<file path="src/rtl/ex_muldiv_unit.sv">
// ex_muldiv_unit: RV32M execute-stage multiply/divide unit.
// Multiplies finish two cycles after the request; divides and remainders run a
// 32-step radix-2 restoring loop, with single-cycle fast paths for divide-by-zero
// and signed overflow. Busy holds the upstream ID/EX register while occupied.
module ex_muldiv_unit #(
    parameter int XLEN = 32
) (
    input  logic            CLK,
    input  logic            Reset,
    input  logic            Start,
    input  logic            Flush,
    input  logic [2:0]      Func3,
    input  logic [XLEN-1:0] Operand_A,
    input  logic [XLEN-1:0] Operand_B,
    input  logic [4:0]      WriteAddress,
    output logic            Busy,
    output logic            Result_Valid,
    output logic [XLEN-1:0] Result,
    output logic [4:0]      Out_WriteAddress
);

    typedef enum logic [1:0] {
        ST_IDLE = 2'd0,
        ST_MUL  = 2'd1,
        ST_DIV  = 2'd2,
        ST_DONE = 2'd3
    } state_t;

    // Two's-complement negate when en is set.
    function automatic logic [XLEN-1:0] neg_if(input logic [XLEN-1:0] v, input logic en);
        if (en) begin
            neg_if = ~v + {{(XLEN-1){1'b0}}, 1'b1};
        end else begin
            neg_if = v;
        end
    endfunction

    // Magnitude of v when it is treated as signed (en=1), otherwise v itself.
    function automatic logic [XLEN-1:0] abs_if(input logic [XLEN-1:0] v, input logic en);
        abs_if = neg_if(v, en & v[XLEN-1]);
    endfunction

    state_t            state_r;
    state_t            next_state_s;

    // Captured request
    logic [1:0]        func_r;          // Func3[1:0]; bit 2 is implied by the state path
    logic [4:0]        rd_r;
    logic [XLEN-1:0]   op_a_r;
    logic [XLEN-1:0]   op_b_r;

    // Divider datapath
    logic [XLEN-1:0]   rem_r;
    logic [XLEN-1:0]   quo_r;           // dividend bits shift out as quotient bits shift in
    logic [XLEN-1:0]   dvs_r;
    logic [5:0]        cnt_r;
    logic              neg_quo_r;
    logic              neg_rem_r;

    // Combinational helpers
    logic              accept_s;
    logic              res_load_s;
    logic [XLEN-1:0]   res_next_s;
    logic [4:0]        wa_next_s;
    logic              sdiv_s;
    logic              div_zero_s;
    logic              div_ovf_s;
    logic              fast_s;
    logic [XLEN-1:0]   fast_res_s;
    logic [XLEN:0]     shift_s;
    logic [XLEN:0]     diff_s;
    logic [XLEN-1:0]   rem_step_s;
    logic [XLEN-1:0]   quo_step_s;
    logic [XLEN-1:0]   div_res_s;
    logic              a_sign_s;
    logic              b_sign_s;
    logic [2*XLEN-1:0] a_ext_s;
    logic [2*XLEN-1:0] b_ext_s;
    logic [2*XLEN-1:0] prod_s;
    logic [XLEN-1:0]   mul_res_s;

    // Request decode, fast-path detection, one divide step and the multiplier.
    always_comb begin
        sdiv_s     = Func3[2] & ~Func3[0];
        div_zero_s = (Operand_B == {XLEN{1'b0}});
        div_ovf_s  = sdiv_s
                   & (Operand_A == {1'b1, {(XLEN-1){1'b0}}})
                   & (Operand_B == {XLEN{1'b1}});
        fast_s     = div_zero_s | div_ovf_s;
        if (div_zero_s) begin
            fast_res_s = Func3[1] ? Operand_A : {XLEN{1'b1}};
        end else begin
            fast_res_s = Func3[1] ? {XLEN{1'b0}} : {1'b1, {(XLEN-1){1'b0}}};
        end

        // Restoring step: keep the trial difference only if it did not borrow.
        shift_s = {rem_r, quo_r[XLEN-1]};
        diff_s  = shift_s - {1'b0, dvs_r};
        if (diff_s[XLEN] == 1'b0) begin
            rem_step_s = diff_s[XLEN-1:0];
            quo_step_s = {quo_r[XLEN-2:0], 1'b1};
        end else begin
            rem_step_s = shift_s[XLEN-1:0];
            quo_step_s = {quo_r[XLEN-2:0], 1'b0};
        end
        if (func_r[1]) begin
            div_res_s = neg_if(rem_step_s, neg_rem_r);
        end else begin
            div_res_s = neg_if(quo_step_s, neg_quo_r);
        end

        // MULH: both signed; MULHSU: only A signed; MUL/MULHU: low half or unsigned.
        a_sign_s = op_a_r[XLEN-1] & (func_r == 2'b01 || func_r == 2'b10);
        b_sign_s = op_b_r[XLEN-1] & (func_r == 2'b01);
        a_ext_s  = {{XLEN{a_sign_s}}, op_a_r};
        b_ext_s  = {{XLEN{b_sign_s}}, op_b_r};
        prod_s   = a_ext_s * b_ext_s;
        if (func_r == 2'b00) begin
            mul_res_s = prod_s[XLEN-1:0];
        end else begin
            mul_res_s = prod_s[2*XLEN-1:XLEN];
        end
    end

    // Next-state logic, status outputs and result-load selection.
    always_comb begin
        next_state_s = state_r;
        accept_s     = 1'b0;
        res_load_s   = 1'b0;
        res_next_s   = {XLEN{1'b0}};
        wa_next_s    = rd_r;
        Busy         = (state_r != ST_IDLE);
        Result_Valid = 1'b0;
        case (state_r)
            ST_IDLE: begin
                accept_s = Start & ~Flush;
                if (accept_s) begin
                    if (!Func3[2]) begin
                        next_state_s = ST_MUL;
                    end else if (fast_s) begin
                        next_state_s = ST_DONE;
                        res_load_s   = 1'b1;
                        res_next_s   = fast_res_s;
                        wa_next_s    = WriteAddress;
                    end else begin
                        next_state_s = ST_DIV;
                    end
                end else begin
                    next_state_s = ST_IDLE;
                end
            end
            ST_MUL: begin
                if (Flush) begin
                    next_state_s = ST_IDLE;
                end else begin
                    next_state_s = ST_DONE;
                    res_load_s   = 1'b1;
                    res_next_s   = mul_res_s;
                end
            end
            ST_DIV: begin
                if (Flush) begin
                    next_state_s = ST_IDLE;
                end else if (cnt_r == 6'd1) begin
                    next_state_s = ST_DONE;
                    res_load_s   = 1'b1;
                    res_next_s   = div_res_s;
                end else begin
                    next_state_s = ST_DIV;
                end
            end
            ST_DONE: begin
                Result_Valid = ~Flush;
                next_state_s = ST_IDLE;
            end
            default: begin
                next_state_s = ST_IDLE;
            end
        endcase
    end

    // State register.
    always_ff @(posedge CLK) begin
        if (Reset) begin
            state_r <= ST_IDLE;
        end else begin
            state_r <= next_state_s;
        end
    end

    // Request capture, divider iteration and result/rd output registers.
    always_ff @(posedge CLK) begin
        if (Reset) begin
            func_r           <= 2'b00;
            rd_r             <= 5'd0;
            op_a_r           <= {XLEN{1'b0}};
            op_b_r           <= {XLEN{1'b0}};
            rem_r            <= {XLEN{1'b0}};
            quo_r            <= {XLEN{1'b0}};
            dvs_r            <= {XLEN{1'b0}};
            cnt_r            <= 6'd0;
            neg_quo_r        <= 1'b0;
            neg_rem_r        <= 1'b0;
            Result           <= {XLEN{1'b0}};
            Out_WriteAddress <= 5'd0;
        end else begin
            if (accept_s) begin
                func_r    <= Func3[1:0];
                rd_r      <= WriteAddress;
                op_a_r    <= Operand_A;
                op_b_r    <= Operand_B;
                rem_r     <= {XLEN{1'b0}};
                quo_r     <= abs_if(Operand_A, sdiv_s);
                dvs_r     <= abs_if(Operand_B, sdiv_s);
                cnt_r     <= 6'd32;
                neg_quo_r <= sdiv_s & (Operand_A[XLEN-1] ^ Operand_B[XLEN-1]);
                neg_rem_r <= sdiv_s & Operand_A[XLEN-1];
            end else if (state_r == ST_DIV && !Flush) begin
                rem_r <= rem_step_s;
                quo_r <= quo_step_s;
                cnt_r <= cnt_r - 6'd1;
            end
            if (res_load_s) begin
                Result           <= res_next_s;
                Out_WriteAddress <= wa_next_s;
            end
        end
    end

endmodule

</file>
<file path="config.mk">
export PLATFORM = sky130hd
export DESIGN_NAME = ex_muldiv_unit
export DESIGN_NICKNAME = d
export VERILOG_FILES = /design/src/rtl/ex_muldiv_unit.sv
export SDC_FILE = /design/constraint.sdc
export NUM_CORES = 2
export LEC_CHECK = 0
export CAP_MARGIN = 20
export CORE_ASPECT_RATIO = 0.7
export CORE_MARGIN = 5
export CORE_UTILIZATION = 46
export DETAILED_ROUTE_END_ITERATION = 7
export MAX_ROUTING_LAYER = met4
export SLEW_MARGIN = 20
export SYNTH_ARGS = -nofsm -noshare
export SYNTH_HDL_FRONTEND = slang
export SYNTH_SLANG_ARGS = --single-unit
</file>
<file path="constraint.sdc">
create_clock -name CLK -period 12.1 [get_ports CLK]
set_input_delay 2.42 -clock CLK [delete_from_list [all_inputs] [get_ports CLK]]
set_output_delay 2.42 -clock CLK [all_outputs]
set_load 0.05 [all_outputs]
</file>
Word-level counts from Yosys, hierarchy flattened
Index checks and enable logic that the tools add are counted.
W data, S select, Z words.
{"block": "classes", "order_cmp": 0, "shifts": 0, "n_reduce_logical": 9, "mux": 42, "mul": 1, "bitwise_logic": 17, "n_eq_ne": 8, "n_div": 0, "n_addsub": 6}
{"operator": "$mux W32", "n": 18}
{"operator": "$add A32 B1 Y32 const B", "n": 4}
{"operator": "$not A32 Y32", "n": 4}
{"operator": "$pmux W32 S3", "n": 1}
{"operator": "$eq A32 B32 Y1 const B", "n": 2}
{"operator": "$mul A33 B33 Y64", "n": 1}
{"operator": "$sub A33 B32 Y33", "n": 1}
{"operator": "$logic_not A32 Y1", "n": 1}
{"operator": "$mux W5", "n": 4}
{"operator": "$mux W6", "n": 2}
{"operator": "$mux W1", "n": 11}
{"operator": "$and A1 B1 Y1", "n": 9}
{"operator": "$mux W2", "n": 4}
{"operator": "$pmux W2 S4", "n": 1}
{"operator": "$eq A2 B2 Y1 const B", "n": 3}
{"operator": "$eq A6 B1 Y1 const B", "n": 1}
{"operator": "$sub A6 B1 Y6 const B", "n": 1}
{"operator": "$eq A2 B1 Y1 const B", "n": 2}
{"operator": "$logic_not A2 Y1", "n": 2}
{"operator": "$reduce_bool A2 Y1", "n": 2}
{"operator": "$pmux W1 S3", "n": 1}
{"operator": "$not A1 Y1", "n": 2}
{"operator": "$reduce_or A2 Y1", "n": 1}
{"operator": "$logic_and A1 B1 Y1", "n": 1}
{"operator": "other kinds (4)", "n": 4}
{"block": "totals", "ramBits": 0, "mem_bits_ro": 0, "ff_bits": 214, "latchBits": 0, "memories": 0, "out_inout_bits": 39, "in_bits": 76}

Depth between registers and ports, before layout
{"block": "logic_depth", "word_depth": 9, "ltp_mapped": 36, "depth_no_buf": 32}

Worst setup path before layout
No wires, ideal clock.
{"block": "synth_path", "path_type": "register to register", "startpoint": "reg func_r[1]", "endpoint": "reg Result[28]", "t_required_ns": 11.973, "slack_ns": 3.127, "t_arrival_ns": 8.846, "n_path_buf": 4, "synth_period_minus_slack_ns": 8.973, "path_stages_with_launch": 36, "cell_sequence": "dfxtp_1 -> inv_1 -> clkbuf_1 -> ha_1 -> and2_1 -> clkbuf_1 -> clkbuf_1 -> nand2_1 -> inv_1 -> fa_1 -> inv_1 -> fa_1 -> inv_1 -> fa_1 -> fa_1 -> inv_1 -> fa_1 -> inv_1 -> fa_1 -> inv_1 -> fa_1 -> fa_1 -> inv_1 -> ha_1 -> clkbuf_1 -> a21o_1 -> a21o_1 -> a21o_1 -> a21oi_1 -> o21ai_0 -> a31o_2 -> a221o_1 -> o41a_1 -> xor2_1 -> a21oi_1 -> o21ai_1"}
{"block": "synth_between", "elab_chain_cells": 7}
{"item": "from (decl)", "line": "47", "text": "logic [1:0] func_r;"}
{"item": "from (signal assigned)", "line": "208", "text": "func_r <= Func3[1:0];"}
{"item": "$eq A2 B1 Y1 or $eq A2 B2 Y1 (tied branches)", "line": "113, 114"}
{"item": "$logic_or A1 B1 Y1", "line": "113", "text": "a_sign_s = op_a_r[XLEN-1] & (func_r == 2'b01 || func_r == 2'b10);"}
{"item": "$and A1 B1 Y1", "line": "113"}
{"item": "$mul A33 B33 Y64", "line": "117", "text": "prod_s = a_ext_s * b_ext_s;"}
{"item": "$mux W32", "line": "118", "text": "if (func_r == 2'b00) begin"}
{"item": "$mux W32", "line": "153", "text": "if (Flush) begin"}
{"item": "$pmux W32 S3 *", "line": "134", "text": "case (state_r)"}
{"item": "to (signal assigned)", "line": "204", "text": "Result <= {XLEN{1'b0}};"}
{"item": "to (signal assigned)", "line": "224", "text": "Result <= res_next_s;"}
{"item": "to (decl)", "line": "18", "text": "output logic [XLEN-1:0] Result,"}
Mark *: on every way between the ends. The rest lies on a longest branch, timed or not.
A chain may end at the register's enable or synchronous reset.

Worst setup path after layout
{"block": "layout_path", "startpoint": "reg func_r[0]", "endpoint": "reg Result[31]"}
{"block": "layout_between", "elab_chain_cells": 7}
{"item": "$eq A2 B1 Y1 or $eq A2 B2 Y1 (tied branches)", "line": "113, 114"}
{"item": "$logic_or A1 B1 Y1", "line": "113"}
{"item": "$and A1 B1 Y1", "line": "113"}
{"item": "$mul A33 B33 Y64", "line": "117"}
{"item": "$mux W32 *", "line": "118"}
{"item": "$mux W32 *", "line": "153"}
{"item": "$pmux W32 S3 *", "line": "134"}
Marked as above.

==> out/summary.txt <==
Outcome: completed
Initial Utilization: 0.462
Antenna violations before repair: 3
Critical path startpoint: func_r[0]
CP bufs+invs: 8
Antenna Nets Post-Route: 0
Worst hold start: op_b_r[4]
TritonCTS Sinks: 213
CTS resizes: 0
Die area: 0.120 mm^2
Clk pin slew, worst setup/hold paths: 80 ps
Crit Path Class: register to register
Hold_buf cts: 0
Switch share: 0.443
Seq/Total Area, Yosys: 0.0821
Pwr per Cell Area: 48.6 mW/mm^2
Number of buffers added for setup after CTS: 0
Share of the synthesized area in the top cell type: 0.434
Register area: 0.00427 mm^2
Multi-input gate area: 0.0416 mm^2
Hpwl dp: 135000 um
Chip width: 412 um
Slew margin rel.: 0.214
Inserted Diodes: 0
CTS root buf: clkbuf_16
Avg Inst Size Synth: 8.48 um^2
DRT Pass-1 Iters: 6
DR vias/cell: 5.52
Initial DRC Count: 3667
Gate power share: 0.445
Mapped Area: 0.0520 mm^2
Overall global routing resource usage: 0.289
Asr flop ratio synth: 0
Min-delay worst type: register to register
Yosys reg bits: 213
Count leader, synth: inv_1
First-pass GRT wire length: 262000 um
Synth area leaders: fa_1 43%, inv_1 9.0%, dfxtp_1 8.2%
Number of maximum-capacitance violations: 0
Via count: 41500
Cell variety after synth: 95
Seq pwr share: 0.291
RSZ-0062 raised after global routing: no
H-tree Lvls: 1
EDFF count, synth: 0
Internal power: 0.00149 W
WP data required: 12510 ps
Total Wirelength: 166000 um
FF-to-FF Start: func_r[0]
Clk Latency, worst-skew pair: 550 ps
Critical path launch point type: register
Wire per inst: 22.1 um
CP max FO: 18
Syn_nets: 7585
P_sw: 0.00118 W
FMAX: 97.5 MHz
CTS tree: done
Final Hold Violating Endpoints: 0
P_leak: 24.5 nW
Slowest stage delay, CP: 830 ps
Peak VDD IR: 0.0633 mV
Post-synthesis cell count: 6130
CTS Buf Count: 21
Clock Power Share: 0.264
# DRC: 0
Top Ports: 115
Number of global-route vias before repair: 42100
Yosys warns: 0
Worst Clk Skew: 18.1 ps
Final period util: 0.848
Nets@finish: 7443
Minimum clock period: 10260 ps
Final Max Slew Viols: 0
Total global routing overflow: 0
Fraction of final layout cells with drive strength greater than 1: 0.0308
Yosys top cell by area: fa_1
WP data arrival: 10670 ps
Util after Layout: 0.489
Largest net degree at the start of global routing: 97
Crit end category: register
GP Congestion: 0.986
Top cell family by delay on the critical path: adder cells
Final setup viols: 0
Rows: 103
PortBufs: 114
Commonest cells in the netlist: 1251 x inv_1, 1126 x fa_1, 1110 x nand2_1
Measured slew at the worst slew-check pin: 1180 ps
CORE AREA: 0.113 mm^2
Fill count: 10900
Area grow syn2layout: 5.84%
Setup_tns: 0 ps
Synth Flop Type: dfxtp_1
Die height: 291 um
CP max-delay cell: fa_1
Max clock buf depth: 3
==> worst paths after layout <==
path,end,slack [ps],depth (start not counted)
max,Result[31],1840,32
min,op_b_r[4],460,2
max reg2reg,Result[31],1840,32
min reg2reg,op_b_r[4],460,2
==> logic make-up after synthesis <==
kind of cell | after synthesis | share of synthesized area
flip-flops | 213 | 0.0821
buffers and inverters | 1624 | 0.118
multiplexers | 43 | 0.00864
AO/OA/AOI/OAI | 759 | 0.0971
AND/OR/NAND/NOR | 1903 | 0.165
adder cells (fa/ha/maj) | 1379 | 0.495
XOR/XNOR | 209 | 0.0352
==> final cells by class <==
cell class	count	area share
timing repair buffer	204	0.0331
sequential	213	0.0777
multi-input combinational	4293	0.757
clock inverter	8	0.00155
tap	1522	0.0346
inverter	1255	0.0857
clock buffer	29	0.0108
==> power groups by stage <==
stage	logic (W)	clock network, W	registers (W)
final	0.00119	0.000705	0.000780
after global routing	0.00129	0.000740	0.000782
after CTS	0.00117	0.000711	0.000777
after detailed placement	0.00116	0	0.000794
after global placement	0.00115	0	0.000794
after floorplan	0.000753	0	0.000775
==> cell usage in the layout (no fill, tap or decap), drive strengths merged, types with 17 or more instances in the layout <==
cell type,n
nor2b,17
fa,1126
nor4,23
nand3,39
buf,91
o211ai,22
o31ai,30
and2,285
dfxtp,213
nand2b,18
o41ai,17
a21oi,217
ha,253
nor3,34
a31oi,18
and3,34
nor2,240
clkbuf,29
inv,1255
a211oi,74
nand2,1110
or3,24
o21a,20
xor2,83
a21o,59
nand4,27
mux2i,37
xnor2,126
o21ai,141
a311oi,34
clkdlybuf4s50,113
==> registers in the layout, indices dropped and copies added (netlist names) <==
signal and count:
op_a_r 32, quo_r 32, rd_r 5, op_b_r 32, neg_quo_r 1, neg_rem_r 1
rem_r 32, state_r 2, dvs_r 31, cnt_r 6, func_r 2, Result 32
Out_WriteAddress 5
==> through the flow <==
step	setup slack [ps]	hold WS, ps	area, um^2	cells	power, W
CTS	1750	457	55000	7524	0.00266
global route	1240	469	55000	7524	0.00282
floorplan	3130	432	52000	6130	0.00153
global placement	2060	441	54300	7487	0.00195
detailed placement	1760	447	54300	7487	0.00195
finish	1840	455	55000	7524	0.00268
==> per-layer routing <==
layer  share of wire  global-route usage  vias to the layer above  wire length [um]
met4           0.018              0.0424                        0              2990
li1                -                   -                    18400                 -
met2            0.41               0.396                     1601             68000
met3           0.085              0.0474                      163             14100
met5               0                   -                        -                 0
met1            0.49               0.457                    21400             81300
==> worst register-to-register path: cells and delay by family (launching register included) <==
family	cells	cell delay [ps]
buffers and inverters	8	1110
AND/OR/NAND/NOR	2	1080
XOR/XNOR	1	100
AO/OA/AOI/OAI	11	2100
adder cells (fa/ha/maj)	10	5350
flip-flops	1	370
No activity file was read; power rests on OpenSTA's default activity.
